## src/rtl/piso_serializer_if.sv

```systemverilog
// piso_serializer_if: word handshake plus framed serial output of the serializer
interface piso_serializer_if #(parameter int WIDTH = 6);
  logic [WIDTH-1:0] par_in;
  logic             load_valid;
  logic             load_ready;
  logic             so;
  logic             so_valid;
  logic             frame_start;
  logic             done;
  modport master (output par_in, load_valid, input load_ready, so, so_valid, frame_start, done);
  modport slave  (input par_in, load_valid, output load_ready, so, so_valid, frame_start, done);
endinterface

```

## src/rtl/piso_serializer.sv

```systemverilog
// piso_serializer: valid/ready word in, one bit per clock out with first/last strobes
module piso_serializer #(
  parameter int WIDTH     = 6,
  parameter bit MSB_FIRST = 1'b1
) (
  input logic                 clk,
  input logic                 reset,
  piso_serializer_if.slave    bus
);
  localparam int CW = $clog2(WIDTH);
  localparam logic [0:0] IDLE  = 1'b0;
  localparam logic [0:0] SHIFT = 1'b1;
  logic [0:0]       state_q, state_d;
  logic [WIDTH-1:0] sr_q, sr_d, sr_shifted;
  logic [CW-1:0]    cnt_q, cnt_d;
  logic             first_q, first_d;
  logic             shifting, last, accept;
  assign shifting   = state_q == SHIFT;
  assign last       = shifting && cnt_q == '0;
  assign accept     = bus.load_valid && bus.load_ready;
  assign sr_shifted = MSB_FIRST ? {sr_q[WIDTH-2:0], 1'b0} : {1'b0, sr_q[WIDTH-1:1]};
  always_comb begin
    state_d = accept ? SHIFT : last ? IDLE : state_q;
    sr_d    = accept ? bus.par_in : shifting ? sr_shifted : sr_q;
    cnt_d   = accept ? CW'(WIDTH - 1) : (shifting && !last) ? cnt_q - 1'b1 : cnt_q;
    first_d = accept;
  end
  always_ff @(posedge clk or negedge reset) begin
    if (!reset) begin
      state_q <= IDLE;
      sr_q    <= '0;
      cnt_q   <= '0;
      first_q <= 1'b0;
    end else begin
      state_q <= state_d;
      sr_q    <= sr_d;
      cnt_q   <= cnt_d;
      first_q <= first_d;
    end
  end
  // reset gates ready directly so it drops the moment reset asserts, not at the next edge
  assign bus.load_ready  = reset && (!shifting || last);
  assign bus.so_valid    = shifting;
  assign bus.so          = shifting && (MSB_FIRST ? sr_q[WIDTH-1] : sr_q[0]);
  assign bus.frame_start = shifting && first_q;
  assign bus.done        = last;
endmodule
```

## src/flat_wrapper.sv

```systemverilog
// flat-port wrapper written by rule: the top's interface ports become plain ports
module piso_serializer_flat 
#(
  parameter int WIDTH     = 6,
  parameter bit MSB_FIRST = 1'b1
)
  (clk, reset, bus_par_in, bus_load_valid, bus_load_ready, bus_so, bus_so_valid, bus_frame_start, bus_done);
  piso_serializer_if #(.WIDTH(WIDTH)) bus_i ();
  input logic clk;
  input logic reset;
  input wire logic [$bits(bus_i.par_in)-1:0] bus_par_in;
  input wire logic [$bits(bus_i.load_valid)-1:0] bus_load_valid;
  output wire logic [$bits(bus_i.load_ready)-1:0] bus_load_ready;
  output wire logic [$bits(bus_i.so)-1:0] bus_so;
  output wire logic [$bits(bus_i.so_valid)-1:0] bus_so_valid;
  output wire logic [$bits(bus_i.frame_start)-1:0] bus_frame_start;
  output wire logic [$bits(bus_i.done)-1:0] bus_done;
  assign bus_i.par_in = bus_par_in;
  assign bus_i.load_valid = bus_load_valid;
  assign bus_load_ready = bus_i.load_ready;
  assign bus_so = bus_i.so;
  assign bus_so_valid = bus_i.so_valid;
  assign bus_frame_start = bus_i.frame_start;
  assign bus_done = bus_i.done;
  piso_serializer #(.WIDTH(WIDTH), .MSB_FIRST(MSB_FIRST)) u_core (.clk(clk), .reset(reset), .bus(bus_i));
endmodule
```

## config.mk

```make
export PLATFORM = sky130hd
export DESIGN_NAME = piso_serializer_flat
export DESIGN_NICKNAME = d
export VERILOG_FILES = /design/src/rtl/piso_serializer_if.sv /design/src/rtl/piso_serializer.sv /design/src/flat_wrapper.sv
export SDC_FILE = /design/constraint.sdc
export NUM_CORES = 1
export LEC_CHECK = 0
export CAP_MARGIN = 25
export CELL_PAD_IN_SITES_DETAIL_PLACEMENT = 1
export CELL_PAD_IN_SITES_GLOBAL_PLACEMENT = 2
export CORE_MARGIN = 8
export CORE_UTILIZATION = 27
export CTS_CLUSTER_DIAMETER = 30
export DETAILED_ROUTE_END_ITERATION = 7
export GPL_TIMING_DRIVEN = 0
export PLACE_DENSITY_LB_ADDON = 0.12
export SYNTH_ARGS = -nofsm -noshare
export SYNTH_HDL_FRONTEND = slang
export SYNTH_SLANG_ARGS = --single-unit
```

## constraint.sdc

```tcl
create_clock -name clk -period 1.5 [get_ports clk]
set_clock_uncertainty 0.05 [all_clocks]
set_input_delay 0.375 -clock clk [delete_from_list [all_inputs] [get_ports clk]]
set_output_delay 0.375 -clock clk [all_outputs]
set_load 0.01 [all_outputs]
```

Yosys cells after proc, flatten, opt, wreduce, memory -nomap -nowiden
Index checks and enable logic that the tools add are counted.
{ "word_totals": {"register_bits": 11, "output_inout_bits": 5} }
{ "classes": {"n_addsub": 1, "muxes": 6, "reduce_logical": 13} }
{ "ops": {"columns": ["op", "n"], "rows": [
  ["two-way mux 6 bit", 2],
  ["logical AND 1 bit", 6],
  ["two-way mux 3 bit", 2],
  ["nonzero test 2 bit", 3],
  ["zero test 3 bit", 1],
  ["subtractor 3 x 1 -> 3 bit, second input constant", 1],
  ["zero test 1 bit", 2],
  ["two-way mux 1 bit", 2],
  ["logical OR 1 bit", 1]
]} }

Longest topological paths before layout
Gate-level depths: netlist of the first run.
{ "depth": {"word_depth": 6, "depth_mapped": 5, "ltp_nobuf": 5} }

Least setup slack after synthesis of the first run
OpenSTA, ideal clock, no wires.
{ "synth_path": {"path_type": "reg-to-reg", "startpoint": "register u_core.cnt_q[0]", "endpoint": "register u_core.sr_q[1]", "setup_time_ps": 125, "arrival_time_ps": 1311, "required_ps": 1325, "path_slack_ps": 14, "path_stages_with_launch": 6, "n_path_buf": 0, "synth_period_minus_slack_ps": 1486, "cell_sequence": "dfrtp_1 inv_1 ha_1 nand2b_4 a21oi_4 mux2_2"} }
{ "synth_between": {"elab_chain_cells": 6, "elab_cells_between_ends": 7, "classes_between": "mux: 1; reduce/logical: 6"} }
{ "synth_rtl": {"columns": ["element", "line", "source"], "rows": [
  ["start, declared", "piso_serializer.sv:15", "logic [CW-1:0] cnt_q, cnt_d;"],
  ["start signal, assigned", "piso_serializer.sv:37", "cnt_q <= cnt_d;"],
  ["zero test 3 bit *", "piso_serializer.sv:19", "assign last = shifting && cnt_q == '0;"],
  ["logical AND 1 bit *", "piso_serializer.sv:19", null],
  ["logical OR 1 bit *", "piso_serializer.sv:42", "assign bus.load_ready = reset && (!shifting || last);"],
  ["logical AND 1 bit *", "piso_serializer.sv:42", null],
  ["logical AND 1 bit *", "piso_serializer.sv:20", "assign accept = bus.load_valid && bus.load_ready;"],
  ["via u_core.accept", "piso_serializer.sv:17", "logic shifting, last, accept;"],
  ["two-way mux 6 bit or nonzero test 2 bit (tied branches)", null, null],
  ["end signal, assigned", "piso_serializer.sv:36", "sr_q <= sr_d;"],
  ["end, declared", "piso_serializer.sv:14", "logic [WIDTH-1:0] sr_q, sr_d, sr_shifted;"]
]} }
The timed path passes the listed nets; every way through them passes the cells marked *.
A chain may end at the register's enable or synchronous reset.

Worst setup path in the final report of the first run
{ "layout_path": {"startpoint": "register u_core.cnt_q[0]", "endpoint": "output port bus_load_ready"} }
{ "layout_between": {"elab_chain_cells": 4} }
{ "layout_rtl": {"columns": ["element", "line", "source"], "rows": [
  ["zero test 3 bit", "piso_serializer.sv:19", null],
  ["logical AND 1 bit", "piso_serializer.sv:19", null],
  ["logical OR 1 bit", "piso_serializer.sv:42", null],
  ["logical AND 1 bit", "piso_serializer.sv:42", null],
  ["end, declared", "flat_wrapper.sv:13", "output wire logic [$bits(bus_i.load_ready)-1:0] bus_load_ready;"]
]} }
Every way passes these cells.

==> key figures, run 1 <==
Run status
  • Status: complete, but fails checks
  • Failing checks: setup timing

Setup path
  • CP peak stage delay: approximately 400 ps
  • Reg2reg setup slack: -130 ps
  • WS Path Type: register to primary output
  • Delay-heaviest family, CP: flip-flops
  • CP cell instances: inv_2 > ha_4 > nand2b_4 > nand2_4 > and2_4 > buf_6
  • CP Data Required Time: 1070 ps
  • Levels on crit path: 6
  • Reg-to-reg startpoint: u_core.cnt_q[0]
  • Worst Setup End Kind: primary output
  • Slowest-stage cell, CP: dfrtp_1
  • Worst-path maximum fanout: 3
  • CP Launch Point: u_core.cnt_q[0]
  • Buf+Inv Stages, Crit Path: 2
  • Worst reg2reg endpoint: u_core.sr_q[5]
  • Arr. time, crit path: roughly 1300 ps
  • Worst Reg-to-Reg Cells: 7
  • CP endpoint: bus_load_ready
  • Worst Setup Start Kind: register

Cells and area
  • Final #Nets: 90
  • Fillers: 241
  • Layout area overhead: 61.2%
  • Most common cell after layout, fill and taps aside: buf_4
  • Antenna diodes: 0
  • Most frequent cells in the layout: buf_4, dfrtp_1, clkdlybuf4s50_1
  • Share of layout cells above drive strength 1: 0.564
  • Final non-filler cell total: around 110
  • Post-layout instance area: 940 µm²

Synth
  • Largest cells by area after synthesis: dfrtp_1, mux2_2, mux2_4, ha_1, buf_6
  • Mux share of post-synthesis cell area: 0.206
  • Mapped Nets: 58
  • Sequential element share of the synthesized area: 0.472
  • XOR/XNOR share of the synthesized area: 0
  • Simple-Gate Fraction of Synth Area: 0.118
  • Post-Synthesis Cells: between 40 and 50
  • Yosys warning total: 0
  • Dominant cell type by area after synthesis: dfrtp_1
  • Post-Synth Adder-Cell Area: 0.0429
  • Share of the synthesized area in the top cell type: 0.472
  • Compound-Gate Fraction of Synth Area: 0.103
  • Synth unique cells: 19
  • Synth Area per Inst: 12.4 µm²
  • Largest family of logic cells by synthesized area: multiplexers
  • FF+latch count, synth: 11
  • Post-Syn Area: 583 µm²

Route
  • Total wire length: 1.45 mm
  • 1st-pass router iterations: 2
  • Via count: between 400 and 500
  • Routed Antenna Nets: 0
  • Vias per cell: around 4.3
  • DRC viols: 0
  • Mean routed wirelength per cell: about 14 µm
  • Initial DRC count: 7

STA
  • Min Tclk post-route: 1700 ps
  • Fmax: ~590 MHz
  • Setup Viol. Count Final: 10
  • RSZ-0062 raised after global routing: true
  • Post-route clock period utilization: 1.13
  • Slack of the critical path: -197 ps
  • Slew @ Worst Pin: approximately 350 ps
  • Max Slew Vio Count: 0
  • Post-route setup TNS: -1150 ps
  • Rel. slew slack: 0.766
  • Hold Violations, Final: 0

Clocking
  • Clk Latency, worst-skew pair: roughly 280 ps
  • CTS Sinks: 11
  • CTS buffer count: 3
  • H-tree Lvls: 1
  • Max Root-Sink Buffers: 2
  • # hold bufs at CTS: 0
  • CTS tree: built
  • Worst-path clk slew: 80 ps
  • Root buffer cell: clkbuf_4

Pwr
  • Max VDD drop: roughly 0.79 mV
  • PD cells: 1980 nW/µm²
  • Leak: approximately 0.00047 µW
  • Power consumption: around 1900 µW

Flow run
  • # Max-Cap Violations: 0

GRT
  • Vias in the first global route: around 480
  • Initial antenna violation count: 0
  • Total Routing Usage GR: 0.0768
  • First-pass GRT wire length: approximately 2.4 mm
  • Gr ovfl total: 0
  • Largest net degree at the start of global routing: 15

Placement
  • IO buf count: 13
  • # placed instances: about 90
  • Routability cong.: between 0.6 and 0.7
  • HPWL Detailed: 885 µm
  • Dpl ws: -975 ps
  • Dpl cell area: about 750 µm²

Die
  • Core area: around 2100 µm²
  • Starting density of the core: 0.274
  • Die area: about 4000 µm²
  • Die height: 62.5 µm
  • I/O pin total: 14
  • Row cnt: 17
  • Die X: about 62 µm

Hold path
  • Hold WC Path Type: input port to asynchronous set/reset pin
[where the power goes]
group | internal, µW | switching (µW)
clock network | 103 | 113
logic | 738 | 422
registers | 420 | 67.0
total | 1260 | 601
[Yosys cell counts]
library cell,n
a211o_1,1
a21o_1,1
a21oi_1,1
a21oi_4,1
a221o_1,1
and2_1,3
and3_1,2
buf_6,2
dfrtp_1,11
ha_1,2
inv_1,3
mux2_2,8
mux2_4,2
nand2_1,4
nand2b_4,1
nor2_1,1
nor3_1,1
o21ai_0,1
o21bai_1,1
[state kept, by name (all words and copies together), names as in the netlist]
signal and flops:
u_core.sr_q 6, u_core.first_q 1, u_core.bus.so_valid 1, u_core.cnt_q 3
[repair_timing]
item	4_1_cts	5_1_grt
buffers inserted	11	3
resized for setup	31	10
setup endpoints to repair	16	12
pin swaps	4	1
[stage by stage]
step,hold slack [ps],utilization
after floorplan,29.4,-
after global placement,451,0.352
after detailed placement,459,0.352
after CTS,43.2,0.416
after global routing,42.7,0.442
final,30.6,0.442
[layer usage]
layer	vias up	GRT usage	routed length, µm
li1	223	-	-
met3	4	0.0305	53
met5	-	0	0
met2	9	0.119	702
met4	0	0.0342	21
met1	223	0.0911	668
[worst min path at each step]
| stage | cells past startpoint | start | slack (ps) | to |
|---|---|---|---|---|
| floorplan | 0 | reset | 30 | u_core.bus.so_valid |
| global placement | 1 | u_core.cnt_q[2] | 450 | u_core.cnt_q[2] |
| detailed placement | 1 | u_core.cnt_q[2] | 460 | u_core.cnt_q[2] |
| CTS | 1 | reset | 40 | u_core.cnt_q[1] |
| global route | 1 | reset | 40 | u_core.cnt_q[1] |
| finish | 1 | reset | 30 | u_core.cnt_q[1] |
[final cells by class]
type	count	area (µm²)	share of cell area
Buffer	2	26.3	0.0280
Clock buffer	4	26.3	0.0280
Inverter	3	11.3	0.0120
Multi-Input combinational cell	31	313	0.333
Sequential cell	11	275	0.293
Tap cell	28	35.0	0.0373
Timing Repair Buffer	27	253	0.269
[kinds of logic after synthesis]
family                     after synthesis
and+or+nand+nor                         12
DFF                                     11
muxes                                   10
AOI/OAI and AO/OA                        7
buffers and inverters                    5
adders and majority gates                2
No activity file was read; power rests on OpenSTA's default activity.
==> run 2, diff against run 1 <==
--- a/config.mk
+++ b/config.mk
@@ -11,6 +11,7 @@
 export CORE_MARGIN = 8
 export CORE_UTILIZATION = 27
 export CTS_CLUSTER_DIAMETER = 30
+export CTS_CLUSTER_SIZE = 40
 export DETAILED_ROUTE_END_ITERATION = 7
 export GPL_TIMING_DRIVEN = 0
 export PLACE_DENSITY_LB_ADDON = 0.12
==> results of run 2 <==
Final layout, timing and power as in run 1 (identical DEF).
==> run 3, diff against run 2 <==
--- a/config.mk
+++ b/config.mk
@@ -9,12 +9,13 @@
 export CELL_PAD_IN_SITES_DETAIL_PLACEMENT = 1
 export CELL_PAD_IN_SITES_GLOBAL_PLACEMENT = 2
 export CORE_MARGIN = 8
-export CORE_UTILIZATION = 27
+export CORE_UTILIZATION = 34
 export CTS_CLUSTER_DIAMETER = 30
 export CTS_CLUSTER_SIZE = 40
 export DETAILED_ROUTE_END_ITERATION = 7
-export GPL_TIMING_DRIVEN = 0
+export DONT_BUFFER_PORTS = 1
 export PLACE_DENSITY_LB_ADDON = 0.12
 export SYNTH_ARGS = -nofsm -noshare
 export SYNTH_HDL_FRONTEND = slang
 export SYNTH_SLANG_ARGS = --single-unit
+export TNS_END_PERCENT = 100
==> run 3 against run 2 <==
Against the previous run: the run still ends with setup timing left; flip-flop and latch count stayed put; global-route usage is 2.0 points higher; maximum frequency is 3.3% higher; power is 1.5% lower; combinational power is 5% lower; first-iteration DRC count is 57% lower; cell count is 20% lower; sequential share of layout area is 3.6 points higher; clock power hardly changed.
==> key figures, run 3 (synthesis gave the netlist of run 1 again) <==
Run status
  • Failing checks: setup timing
  • Status: complete, but fails checks

STA
  • Min Tclk post-route: approximately 1600 ps
  • Rel. slew slack: 0.659
  • Hold Violations, Final: 0
  • Fmax: 609 MHz
  • RSZ-0062 raised after global routing: true
  • Post-route clock period utilization: 1.10
  • Setup Viol. Count Final: 9
  • Slew @ Worst Pin: roughly 510 ps
  • Slack of the critical path: -143 ps
  • Max Slew Vio Count: 0

Clocking
  • Clk Latency, worst-skew pair: 280 ps
  • Worst-path clk slew: around 80 ps
  • CTS buffer count: 3
  • CTS tree: built
  • H-tree Lvls: 1
  • Root buffer cell: clkbuf_4
  • Max Root-Sink Buffers: 2
  • CTS Sinks: 11

Route
  • Mean routed wirelength per cell: approximately 19 µm
  • Routed Antenna Nets: 0
  • Vias per cell: roughly 5.3
  • Initial DRC count: 3
  • Total wire length: ~1.6 mm
  • DRC viols: 0
  • Via count: ~450
  • 1st-pass router iterations: 4

Cells and area
  • Top reg by flops: u_core.sr_q
  • Share of layout cells above drive strength 1: 0.603
  • Final #Nets: 80
  • Final non-filler cell total: between 80 and 90
  • Most frequent cells in the layout: buf_4, dfrtp_1, mux2_4
  • Final Util: 0.503
  • Layout area overhead: 44.0%
  • Antenna diodes: 0
  • Max reg flops: 6
  • Most common cell after layout, fill and taps aside: buf_4
  • Largest registers: u_core.sr_q x6, u_core.cnt_q x3
  • Fillers: approximately 170

Setup path
  • Worst-path maximum fanout: 3
  • Reg2reg setup slack: -100 ps
  • Worst Setup End Kind: primary output
  • Worst reg2reg endpoint: u_core.sr_q[3]
  • Arr. time, crit path: 1220 ps
  • Reg-to-reg startpoint: u_core.cnt_q[0]
  • CP Launch Point: u_core.cnt_q[0]
  • CP Data Required Time: ~1100 ps
  • WS Path Type: register to primary output
  • Worst Reg-to-Reg Cells: 7
  • Worst Setup Start Kind: register

GRT
  • Initial antenna violation count: 0
  • Gr ovfl total: 0
  • Total Routing Usage GR: 0.0964
  • First-pass GRT wire length: about 2.4 mm
  • Vias in the first global route: between 400 and 500
  • Largest net degree at the start of global routing: 12

Die
  • Core area: between 1500 and 2000 µm²
  • Die height: around 57 µm
  • Starting density of the core: 0.349
  • I/O pin total: 14
  • Row cnt: 15
  • Die X: 57.4 µm
  • Die area: between 3000 and 4000 µm²

Hold path
  • Hold WC Path Type: input port to register
  • WHS Endpoint: u_core.sr_q[0]
  • Hold wc startpoint: bus_par_in[0]
  • Hold path cells: 1

Placement
  • Dpl ws: -72.0 ps
  • HPWL Detailed: roughly 960 µm
  • # placed instances: just under 70
  • IO buf count: 0
  • Routability cong.: 0.707

Pwr
  • PD cells: between 2000 and 2500 nW/µm²
  • Max VDD drop: 0.951 mV
  • Leak: 0.000425 µW

Flow run
  • # Max-Cap Violations: 0
run 3: cell types whose count changed in the layout (fill, tap and decap cells not counted), moves of 2 or more:
| cell | change |
|---|---|
| mux2_4 | +2 |
| clkdlybuf4s50_1 | -7 |
| and2_1 | +2 |
| and2_4 | -2 |
| mux2_2 | -2 |
run 3: layer usage:
| metal | vias up | share of wire | track usage |
|---|---|---|---|
| li1 | 205 | - | - |
| met1 | 224 | 0.38 | 0.101 |
| met2 | 14 | 0.54 | 0.170 |
| met3 | 6 | 0.059 | 0.0314 |
| met4 | 0 | 0.026 | 0.0429 |
| met5 | - | 0 | 0 |
run 3: cell type report:
type / count / area, µm² / share of cell area
Tap cell: 17 / 21.3 / 0.0253
Timing Repair Buffer: 19 / 176 / 0.210
Clock buffer: 4 / 26.3 / 0.0313
Inverter: 3 / 11.3 / 0.0134
Sequential cell: 11 / 277 / 0.329
Multi-Input combinational cell: 31 / 328 / 0.390
run 3: stage by stage:
stage	area [µm²]	total power (µW)	hold slack [ps]	setup TNS, ps
2_1_floorplan	583	1010	29.4	0
3_3_place_gp	627	1110	29.8	0
3_5_place_dp	627	1160	29.9	-338
4_1_cts	782	1650	168	-538
5_1_grt	840	1970	162	-1290
6_report	840	1840	159	-778
run 3: what timing repair did:
item | 4_1_cts | 5_1_grt
setup buffers | 6 | 6
hold buffers | 1 | 0
setup endpoints to repair | 10 | 12
cloned | 0 | 0
gates resized for setup | 18 | 4
endpoints found under the hold margin | 11 | 0
pin swaps | 4 | 3
run 3: worst max-delay path, cell delays in order (launching register included):
cell and delay (ps):
dfrtp_1 390, inv_2 90, ha_4 150, nand2b_4 90
buf_6 130, nor2_4 100
run 3: how the worst max path moves through the flow:
stage / end / slack (ps) / depth (start not counted)
after floorplan: u_core.sr_q[1] / 10 / 5
after global placement: u_core.sr_q[1] / 2 / 5
after detailed placement: u_core.sr_q[5] / -70 / 5
after CTS: bus_done / -150 / 5
after global routing: bus_done / -200 / 5
final: bus_done / -140 / 5
run 3: power by group:
part / internal, µW / switching, µW / total (µW)
combinational: 674 / 424 / 1100
sequential: 423 / 98.4 / 521
clock: 103 / 113 / 217
total: 1200 / 635 / 1840
